[src/rtl/fpu_csr_pkg.sv]
// Shared types and constants for the FPU control/status register bank.
// Holds the handshake FSM encoding, CSR bit positions and the index helper.
package fpu_csr_pkg;

   typedef enum logic [1:0] {
      ST_IDLE = 2'd0,
      ST_REQ  = 2'd1,
      ST_WAIT = 2'd2
   } fpu_csr_state_e;

   localparam int CTRL_IE_BIT    = 8;
   localparam int CTRL_START_BIT = 9;

   localparam int STAT_BUSY_BIT  = 0;
   localparam int STAT_DONE_BIT  = 1;
   localparam int STAT_ERR_BIT   = 2;
   localparam int STAT_TO_BIT    = 3;
   localparam int STAT_FLAGS_LSB = 4;

   localparam int FLAGS_W = 5;
   localparam int FLAG_NX = 0;
   localparam int FLAG_UF = 1;
   localparam int FLAG_OF = 2;
   localparam int FLAG_DZ = 3;
   localparam int FLAG_NV = 4;

   typedef struct packed {
      logic [7:0] ctrl;
      logic [7:0] status;
      logic [7:0] result;
   } csr_idx_t;

   // The control registers sit directly above the operand registers.
   function automatic csr_idx_t csr_idx(input int num_ops);
      csr_idx_t idx;
      idx.ctrl   = 8'(num_ops);
      idx.status = 8'(num_ops + 1);
      idx.result = 8'(num_ops + 2);
      return idx;
   endfunction

endpackage

[src/rtl/fpu_csr_timeout.sv]
// Watchdog for the WAIT state: loaded on entry, counts down while active.
// expired_o flags the last permitted WAIT cycle.
module fpu_csr_timeout #(
   parameter int TIMEOUT = 255
) (
   input  logic clk_i,
   input  logic rst_i,
   input  logic start_i,
   input  logic active_i,
   output logic expired_o
);

   localparam int CNT_W = (TIMEOUT > 1) ? $clog2(TIMEOUT) : 1;
   localparam logic [CNT_W-1:0] LOAD_VAL = CNT_W'(TIMEOUT - 1);

   logic [CNT_W-1:0] cnt_q;
   logic [CNT_W-1:0] cnt_d;

   // Reload on WAIT entry, otherwise count down to zero while waiting.
   always_comb begin
      cnt_d = cnt_q;
      if (start_i) begin
         cnt_d = LOAD_VAL;
      end else if (active_i && (cnt_q != {CNT_W{1'b0}})) begin
         cnt_d = cnt_q - CNT_W'(1);
      end else begin
         cnt_d = cnt_q;
      end
   end

   // Counter register.
   always_ff @(posedge clk_i) begin
      if (rst_i) begin
         cnt_q <= {CNT_W{1'b0}};
      end else begin
         cnt_q <= cnt_d;
      end
   end

   assign expired_o = active_i && (cnt_q == {CNT_W{1'b0}});

endmodule

[src/rtl/fpu_csr_bank.sv]
// Operand/control/status register bank that issues one FPU operation at a
// time over a req/ack handshake and reports completion via STATUS and IRQ.
module fpu_csr_bank
   import fpu_csr_pkg::*;
#(
   parameter int DATA_WIDTH = 32,
   parameter int NUM_OPS    = 2,
   parameter int ADDR_W     = 3,
   parameter int OPSEL_W    = 3,
   parameter int TIMEOUT    = 255
) (
   input  logic                          CLK,
   input  logic                          RST,
   input  logic [ADDR_W-1:0]             ADDR,
   input  logic [DATA_WIDTH-1:0]         WDATA,
   input  logic                          WRITE,
   input  logic                          ENABLE,
   output logic [DATA_WIDTH-1:0]         RDATA,
   output logic [NUM_OPS*DATA_WIDTH-1:0] OP_BUS,
   output logic [OPSEL_W-1:0]            OP_SELECT,
   output logic                          FPU_REQ,
   input  logic                          FPU_ACK,
   input  logic                          FPU_VALID,
   input  logic [DATA_WIDTH-1:0]         FPU_RESULT,
   input  logic [FLAGS_W-1:0]            FPU_FLAGS,
   output logic                          IRQ
);

   localparam csr_idx_t IDX = csr_idx(NUM_OPS);

   fpu_csr_state_e state_q, state_d;

   logic [NUM_OPS*DATA_WIDTH-1:0] op_q, op_d;
   logic [OPSEL_W-1:0]            opsel_q, opsel_d;
   logic                          ie_q, ie_d;
   logic                          done_q, done_d;
   logic                          err_q, err_d;
   logic                          to_q, to_d;
   logic [FLAGS_W-1:0]            flags_q, flags_d;
   logic [DATA_WIDTH-1:0]         result_q, result_d;
   logic [DATA_WIDTH-1:0]         rdata_q, rdata_d, rd_mux_s;
   logic                          req_q, irq_q;

   logic [7:0] addr_ext_s;
   logic       wr_s, rd_s, busy_s;
   logic       hit_op_s, hit_ctrl_s, hit_status_s, hit_result_s;
   logic       start_s, complete_s, abort_s;
   logic       tmo_start_s, tmo_active_s, tmo_expired_s;

   assign addr_ext_s   = 8'(ADDR);
   assign wr_s         = ENABLE & WRITE;
   assign rd_s         = ENABLE & ~WRITE;
   assign busy_s       = (state_q != ST_IDLE);
   assign hit_op_s     = (addr_ext_s < 8'(NUM_OPS));
   assign hit_ctrl_s   = (addr_ext_s == IDX.ctrl);
   assign hit_status_s = (addr_ext_s == IDX.status);
   assign hit_result_s = (addr_ext_s == IDX.result);
   assign start_s      = wr_s & hit_ctrl_s & ~busy_s & WDATA[CTRL_START_BIT];
   assign tmo_active_s = (state_q == ST_WAIT);

   fpu_csr_timeout #(
      .TIMEOUT (TIMEOUT)
   ) u_timeout (
      .clk_i     (CLK),
      .rst_i     (RST),
      .start_i   (tmo_start_s),
      .active_i  (tmo_active_s),
      .expired_o (tmo_expired_s)
   );

   // Handshake FSM next state; VALID wins over an expiring watchdog.
   always_comb begin
      state_d     = state_q;
      complete_s  = 1'b0;
      abort_s     = 1'b0;
      tmo_start_s = 1'b0;
      case (state_q)
         ST_IDLE: begin
            if (start_s) begin
               state_d = ST_REQ;
            end else begin
               state_d = ST_IDLE;
            end
         end
         ST_REQ: begin
            if (FPU_ACK && FPU_VALID) begin
               complete_s = 1'b1;
               state_d    = ST_IDLE;
            end else if (FPU_ACK) begin
               tmo_start_s = 1'b1;
               state_d     = ST_WAIT;
            end else begin
               state_d = ST_REQ;
            end
         end
         ST_WAIT: begin
            if (FPU_VALID) begin
               complete_s = 1'b1;
               state_d    = ST_IDLE;
            end else if (tmo_expired_s) begin
               abort_s = 1'b1;
               state_d = ST_IDLE;
            end else begin
               state_d = ST_WAIT;
            end
         end
         default: begin
            state_d = ST_IDLE;
         end
      endcase
   end

   // Register-file updates; completion is applied last so its set beats a W1C.
   always_comb begin
      op_d     = op_q;
      opsel_d  = opsel_q;
      ie_d     = ie_q;
      done_d   = done_q;
      err_d    = err_q;
      to_d     = to_q;
      flags_d  = flags_q;
      result_d = result_q;
      if (wr_s && (hit_op_s || hit_ctrl_s)) begin
         if (busy_s) begin
            err_d = 1'b1;
         end else if (hit_ctrl_s) begin
            opsel_d = WDATA[OPSEL_W-1:0];
            ie_d    = WDATA[CTRL_IE_BIT];
            if (WDATA[CTRL_START_BIT]) begin
               done_d  = 1'b0;
               to_d    = 1'b0;
               flags_d = {FLAGS_W{1'b0}};
            end else begin
               done_d = done_q;
            end
         end else begin
            for (int i = 0; i < NUM_OPS; i++) begin
               if (addr_ext_s == 8'(i)) begin
                  op_d[i*DATA_WIDTH +: DATA_WIDTH] = WDATA;
               end else begin
                  op_d[i*DATA_WIDTH +: DATA_WIDTH] = op_q[i*DATA_WIDTH +: DATA_WIDTH];
               end
            end
         end
      end else if (wr_s && hit_status_s) begin
         done_d = done_q & ~WDATA[STAT_DONE_BIT];
         err_d  = err_q  & ~WDATA[STAT_ERR_BIT];
         to_d   = to_q   & ~WDATA[STAT_TO_BIT];
      end else begin
         err_d = err_q;
      end
      if (complete_s) begin
         result_d = FPU_RESULT;
         flags_d  = FPU_FLAGS;
         done_d   = 1'b1;
      end else if (abort_s) begin
         to_d   = 1'b1;
         done_d = 1'b1;
      end else begin
         result_d = result_d;
      end
   end

   // Read mux over the pre-edge register values.
   always_comb begin
      rd_mux_s = {DATA_WIDTH{1'b0}};
      if (hit_op_s) begin
         for (int i = 0; i < NUM_OPS; i++) begin
            if (addr_ext_s == 8'(i)) begin
               rd_mux_s = op_q[i*DATA_WIDTH +: DATA_WIDTH];
            end else begin
               rd_mux_s = rd_mux_s;
            end
         end
      end else if (hit_ctrl_s) begin
         rd_mux_s[OPSEL_W-1:0]  = opsel_q;
         rd_mux_s[CTRL_IE_BIT]  = ie_q;
      end else if (hit_status_s) begin
         rd_mux_s[STAT_BUSY_BIT] = busy_s;
         rd_mux_s[STAT_DONE_BIT] = done_q;
         rd_mux_s[STAT_ERR_BIT]  = err_q;
         rd_mux_s[STAT_TO_BIT]   = to_q;
         rd_mux_s[STAT_FLAGS_LSB +: FLAGS_W] = flags_q;
      end else if (hit_result_s) begin
         rd_mux_s = result_q;
      end else begin
         rd_mux_s = {DATA_WIDTH{1'b0}};
      end
   end

   // RDATA holds its value between reads.
   always_comb begin
      if (rd_s) begin
         rdata_d = rd_mux_s;
      end else begin
         rdata_d = rdata_q;
      end
   end

   // State and register storage with synchronous reset.
   always_ff @(posedge CLK) begin
      if (RST) begin
         state_q  <= ST_IDLE;
         op_q     <= {(NUM_OPS*DATA_WIDTH){1'b0}};
         opsel_q  <= {OPSEL_W{1'b0}};
         ie_q     <= 1'b0;
         done_q   <= 1'b0;
         err_q    <= 1'b0;
         to_q     <= 1'b0;
         flags_q  <= {FLAGS_W{1'b0}};
         result_q <= {DATA_WIDTH{1'b0}};
         rdata_q  <= {DATA_WIDTH{1'b0}};
         req_q    <= 1'b0;
         irq_q    <= 1'b0;
      end else begin
         state_q  <= state_d;
         op_q     <= op_d;
         opsel_q  <= opsel_d;
         ie_q     <= ie_d;
         done_q   <= done_d;
         err_q    <= err_d;
         to_q     <= to_d;
         flags_q  <= flags_d;
         result_q <= result_d;
         rdata_q  <= rdata_d;
         req_q    <= (state_d == ST_REQ);
         irq_q    <= done_d & ie_d;
      end
   end

   assign RDATA     = rdata_q;
   assign OP_BUS    = op_q;
   assign OP_SELECT = opsel_q;
   assign FPU_REQ   = req_q;
   assign IRQ       = irq_q;

endmodule
[config.mk]
export PLATFORM = sky130hd
export DESIGN_NAME = fpu_csr_bank
export DESIGN_NICKNAME = d
export VERILOG_FILES = /design/src/rtl/fpu_csr_pkg.sv /design/src/rtl/fpu_csr_timeout.sv /design/src/rtl/fpu_csr_bank.sv
export SDC_FILE = /design/constraint.sdc
export NUM_CORES = 1
export LEC_CHECK = 0
export ABC_AREA = 1
export ABC_CLOCK_PERIOD_IN_PS = 1900
export BUFFER_PORTS_ARGS = -buffer_cell sky130_fd_sc_hd__buf_2
export CAP_MARGIN = 20
export CORE_UTILIZATION = 45
export CTS_CLUSTER_SIZE = 14
export DETAILED_ROUTE_END_ITERATION = 12
export PLACE_DENSITY = 0.71
export SLEW_MARGIN = 15
export SYNTH_ARGS = -nofsm -noshare
export SYNTH_HDL_FRONTEND = slang
export SYNTH_SLANG_ARGS = --single-unit
[constraint.sdc]
create_clock -name CLK -period 1.9 [get_ports CLK]
set_clock_uncertainty 0.05 [all_clocks]
set_input_delay 0.57 -clock CLK [delete_from_list [all_inputs] [get_ports CLK]]
set_output_delay 0.57 -clock CLK [all_outputs]
set_load 0.01 [all_outputs]
== Word level (Yosys, flattened, before mapping) ==
Cells that the tools add are included.

* Equal/unequal tests: 9
* Add/subtract/negate cells: 1
* Mux-type cells: 52
* $lt $le $gt $ge: 1
* Reductions and logical operators: 22
* Bitwise logic cells: 15

{| class="wikitable"
|+ Operators by type and width
! operator !! count
|-
| 32-bit 2-to-1 mux || 4
|-
| 23-bit 2-to-1 mux || 2
|-
| 1-bit 2-to-1 mux || 30
|-
| 5-bit 2-to-1 mux || 6
|-
| 8-bit zero test || 2
|-
| 8-bit 2-to-1 mux || 2
|-
| 4-bit AND reduction || 3
|-
| 2-bit nonzero test || 6
|-
| 1-bit AND || 9
|-
| 9-bit 2-to-1 mux || 1
|-
| 2-bit 2-to-1 mux || 4
|-
| 8-bit nonzero test || 1
|-
| 8-bit by 1-bit subtractor with 8-bit output, second input constant || 1
|-
| 3-bit by 2-bit equality test with 1-bit output, second input constant || 2
|-
| 1-bit inverter || 6
|-
| 2-bit one-hot mux with 3 select lines || 1
|-
| 1-bit logical AND || 5
|-
| 2-bit by 1-bit equality test with 1-bit output, second input constant || 2
|-
| 3-bit by 1-bit equality test with 1-bit output, second input constant || 1
|-
| 3-bit equality test, second input constant || 1
|-
| 3-bit by 2-bit < comparator with 1-bit output, second input constant || 1
|-
| 3-bit 2-to-1 mux || 1
|-
| 3-bit AND reduction || 1
|-
| 2-bit equality test, second input constant || 1
|-
| other kinds (7) || 7
|}

* Register bits: 152
* Logic and storage cells: 115
* Bits of input ports: 78
* Output and inout port bits: 101

== Longest topological paths before layout ==
* Word-level depth: 8
* Depth in mapped cells: 11
* Mapped depth without buffers: 10

== By module ==
Synthesis repeated with hierarchy kept, for this count alone.

* Cell total of the unflattened synthesis: 919
* Area total of the unflattened synthesis: 6482.5 sq um

{| class="wikitable"
|+ By module, submodules not included
! module !! sequential area each (sq um) !! cells an instance !! area an instance (sq um) !! instances
|-
| fpu_csr_bank || 2882.8 || 825 || 5910.7 || 1
|-
| fpu_csr_timeout || 160.2 || 94 || 571.8 || 1
|}

== Least setup slack after synthesis ==
Ideal clock, no wire load.

* Path type: input-to-reg
* From: input ENABLE
* To: register op_q[21] (netlist: OP_BUS[21])
* Stages: 8
* Setup time: 116 ps
* Setup slack: 309 ps
* Path buffers: 1
* Data arrival time: 1425 ps
* Data required time: 1734 ps
* Cells stage by stage: nand2_1 inv_1 nand2_1 inv_2 nand3_2 clkbuf_1 o21ai_0 nor2_1

* Cells in the longest elaborated chain, start to end: 3

{| class="wikitable"
|+ RTL lines
! element !! RTL line !! RTL
|-
| from (decl) || fpu_csr_bank.sv:17 || <nowiki>input logic ENABLE,</nowiki>
|-
| 1-bit AND || fpu_csr_bank.sv:51 || <nowiki>assign wr_s = ENABLE & WRITE;</nowiki>
|-
| 1-bit logical AND || fpu_csr_bank.sv:123 || <nowiki>if (wr_s && (hit_op_s || hit_ctrl_s)) begin</nowiki>
|-
| 4-bit AND reduction (no source line) || n/a ||
|-
| to (signal assigned) || fpu_csr_bank.sv:204 || <nowiki>op_q <= {(NUM_OPS*DATA_WIDTH){1'b0}};</nowiki>
|-
| to (signal assigned) || fpu_csr_bank.sv:217 || <nowiki>op_q <= op_d;</nowiki>
|-
| to (decl) || fpu_csr_bank.sv:33 || <nowiki>logic [NUM_OPS*DATA_WIDTH-1:0] op_q, op_d;</nowiki>
|}

No other way between the ends.
A chain may end at the register's enable or synchronous reset.

== Worst setup path after layout ==
* From: register u_timeout.cnt_q[0]
* To: register u_timeout.cnt_q[1]

* Cells in the longest elaborated chain, start to end: 3
* Elaborated cells on any way between the ends: 6
* Those cells by class: add/sub (1); mux (2); reduce/logical (3)

{| class="wikitable"
|+ RTL lines
! element !! RTL line !! RTL
|-
| from (decl) || fpu_csr_timeout.sv:16 || <nowiki>logic [CNT_W-1:0] cnt_q;</nowiki>
|-
| from (signal assigned) || fpu_csr_timeout.sv:34 || <nowiki>cnt_q <= {CNT_W{1'b0}};</nowiki>
|-
| from (signal assigned) || fpu_csr_timeout.sv:36 || <nowiki>cnt_q <= cnt_d;</nowiki>
|-
| 8-bit by 1-bit subtractor with 8-bit output or 8-bit nonzero test (tied branches) || fpu_csr_timeout.sv:25, fpu_csr_timeout.sv:24 ||
|-
| 8-bit 2-to-1 mux or 1-bit logical AND (tied branches) || fpu_csr_timeout.sv:24 || <nowiki>end else if (active_i && (cnt_q != {CNT_W{1'b0}})) begin</nowiki>
|-
| 8-bit 2-to-1 mux or 2-bit nonzero test (tied branches) || n/a ||
|}

Parallel ways exist; a longest one is shown, timed or not. The select of a mux whose other input is x is not followed.

==> metrics <==
status=completed; GPL Wtd Cong=0.839; wire length of the first global-routing pass=29.0 mm; max-slew violation count=0; Port-buffer cells=178; vias in the first global route=5,800; dpl hpwl=12.4 mm; Max-Slew Margin vs Limit=78.9%; antenna viol nets, final=0; Crit. End Element=flop; Die ar.=14,300 um^2; sequential area share after synthesis=48.9%; Area Overhead vs Synth=29.7%; Synth Cell Area=roughly 6200 um^2; TritonCTS clock tree=built; clk sinks=152; Hold WC Path Type=in2reg; wirelength, routed=17.8 mm; Syn Inst Count=between 800 and 900; final hold vios=0; CTS clk-pin slew, worst paths=around 0.060 ns; period utilization=86.5%; area leader, netlist=dfxtp_1; Fillers=1,260; RSZ-0062 raised after global routing=false; Clk Tree Root Cell=clkbuf_16; setup TNS=0 ns; # hold bufs at CTS=0; total CTS buffers=17; fin cells=1,228; grt ovf=0; critical path startpoint category=flop; post_cts resized=0; CP max FO=6; DR pass1 iterations=5; Initial Utilization=46.6%; die height=roughly 120 um; crit path kind=reg2reg; cell area after layout=8060 um^2; drc violations=0; final setup vio count=0; number of max-cap violations=0; Synth top area share=about half; worst-margin pin slew=around 0.32 ns; CORE AREA=13,300 um^2; drt via density=5.09; warnings from Yosys=0; Tmin final=1.64 ns; Mapped Nets=945; NumNets Final=1,122; initial DRC count=between 400 and 500; CTS Buffer Depth=2; synthesis-stage register bit count=152; GRT Overall Usage=26.0%; Placed Area=between 7000 and 8000 um^2; CTS H-tree lvls=4; total vias in the final route=6,247; fmax=609 MHz; Post-CTS Setup Inserts=0; Site Rows=42; P_leak=3.49 nW; post-synthesis cell type count=25; largest cells by area after synthesis=dfxtp_1 49%, nor2_1 14%, o21ai_0 10%; clock latency on the worst-skew pair=about 0.43 ns; Pwr per Cell Area=900 nW/um^2; Setup WS post-layout=0.257 ns; largest net degree at the start of global routing=76; # diodes=0; arrival time at the worst endpoint=1.96 ns; mean area per synthesized cell=a little over 7 um^2; VDD IR max=approximately 0.58 mV; I/O Pins=179; WP data required=2.21 ns; Die X=between 100 and 150 um; wire per inst=14.5 um; fraction of layout cells with a size suffix above 1=between 20% and 30%; Fin Hold WS=0.334 ns; DP Worst Slack=~0.037 ns; Cell Count Post-Placement=about 1,200; initial antenna violation count=0
## layer usage
metal  share of wire, %  up-vias  GRT usage (%)  wire length, um
met4                1.3        0           7.42              228
met5                  0        -              0                0
met3                7.0       20           6.70             1240
met2                 46      228           41.9             8250
met1                 45     2826           34.2             8070
li1                   -     3173              -                -
## cell usage in the layout (no fill, tap or decap), types with 3 or more instances in the layout
| master | count |
|---|---|
| nand4_1 | 3 |
| buf_4 | 26 |
| o211ai_1 | 4 |
| clkinvlp_4 | 3 |
| nand2_1 | 154 |
| nor2_4 | 3 |
| a21oi_1 | 17 |
| nor2_1 | 230 |
| nand3_2 | 3 |
| o21ai_0 | 124 |
| inv_2 | 5 |
| a31oi_1 | 5 |
| nand3_1 | 27 |
| bufinv_16 | 3 |
| a41oi_1 | 23 |
| inv_1 | 32 |
| clkbuf_16 | 17 |
| ha_1 | 5 |
| clkinv_2 | 4 |
| clkbuf_8 | 3 |
| o21ai_1 | 14 |
| buf_2 | 178 |
| buf_12 | 7 |
| dfxtp_1 | 152 |
## state kept, by name, summed over array words and instances, names as in the netlist, 2 cells and up
signal,flops
state_q,2
flags_q,5
OP_SELECT,3
OP_BUS,64
RDATA,32
result_q,32
u_timeout.cnt_q,8
## final timing paths
check | start | end | slack [ns] | cells past startpoint
worst max register to register | u_timeout.cnt_q[0] | u_timeout.cnt_q[1] | 0.26 | 7
worst min register to register | u_timeout.cnt_q[0] | u_timeout.cnt_q[0] | 0.41 | 1
worst min-delay path | FPU_RESULT[0] | result_q[0] | 0.33 | 3
worst max-delay path | u_timeout.cnt_q[0] | u_timeout.cnt_q[1] | 0.26 | 7
## worst max-delay path: stages, from the launching register on
cell,delay [ns]
dfxtp_1,0.35
inv_1,0.08
ha_1,0.25
nand2_1,0.15
o21ai_1,0.13
buf_4,0.17
or2_2,0.27
a21oi_1,0.13
## cells by family (layout without fill, tap and decap cells)
family                     count (synthesis)  after routing  share of synthesized area (%)
adders and majority gates                  5              5                           1.01
xor gates and xnor gates                   1              1                          0.141
buffers and inverters                     92            282                           6.26
AOI/OAI and AO/OA                        187            187                           16.7
DFF                                      152            152                           48.9
and+or+nand+nor                          425            425                           27.0
## report_power, final
group | total [mW] | leakage [nW] | switching, mW | internal [mW]
Combinational | 0.483 | 1.96 | 0.286 | 0.197
Clock | 3.49 | 0.295 | 1.33 | 2.17
Sequential | 3.28 | 1.23 | 0.0364 | 3.24
## synth_stat cells
library cell  instances
clkbuf_1             30
buf_4                 6
nand4_1               3
xor2_1                1
clkinv_1              2
nand3_2               3
nand3_1              27
inv_2                 5
inv_1                32
o211ai_1              4
o21ai_0             124
nand3b_1              1
dfxtp_1             152
o21ai_1              14
buf_2                14
ha_1                  5
nand2_1             154
nor2_1              231
nor3_2                1
clkbuf_2              3
a21oi_1              17
or2_2                 1
nor2_2                4
a31oi_1               5
a41oi_1              23
## stage by stage
stage / util [%] / total power [mW]
2_1_floorplan: - / 3.58
3_3_place_gp: 55.8 / 3.83
3_5_place_dp: 55.8 / 3.83
4_1_cts: 60.4 / 7.30
5_1_grt: 60.4 / 7.51
6_report: 60.4 / 7.26
## final cells by class
class                      instances  area [um^2]  share of cell area [%]
clock buffer                      21          470                    5.83
clock inverter                    11          145                    1.80
inverter                          39          148                    1.83
multi-input combinational        618         2810                    34.9
sequential                       152         3040                    37.7
tap                              176          220                    2.73
timing repair buffer             211         1230                    15.2
No activity file was read; power rests on OpenSTA's default activity.
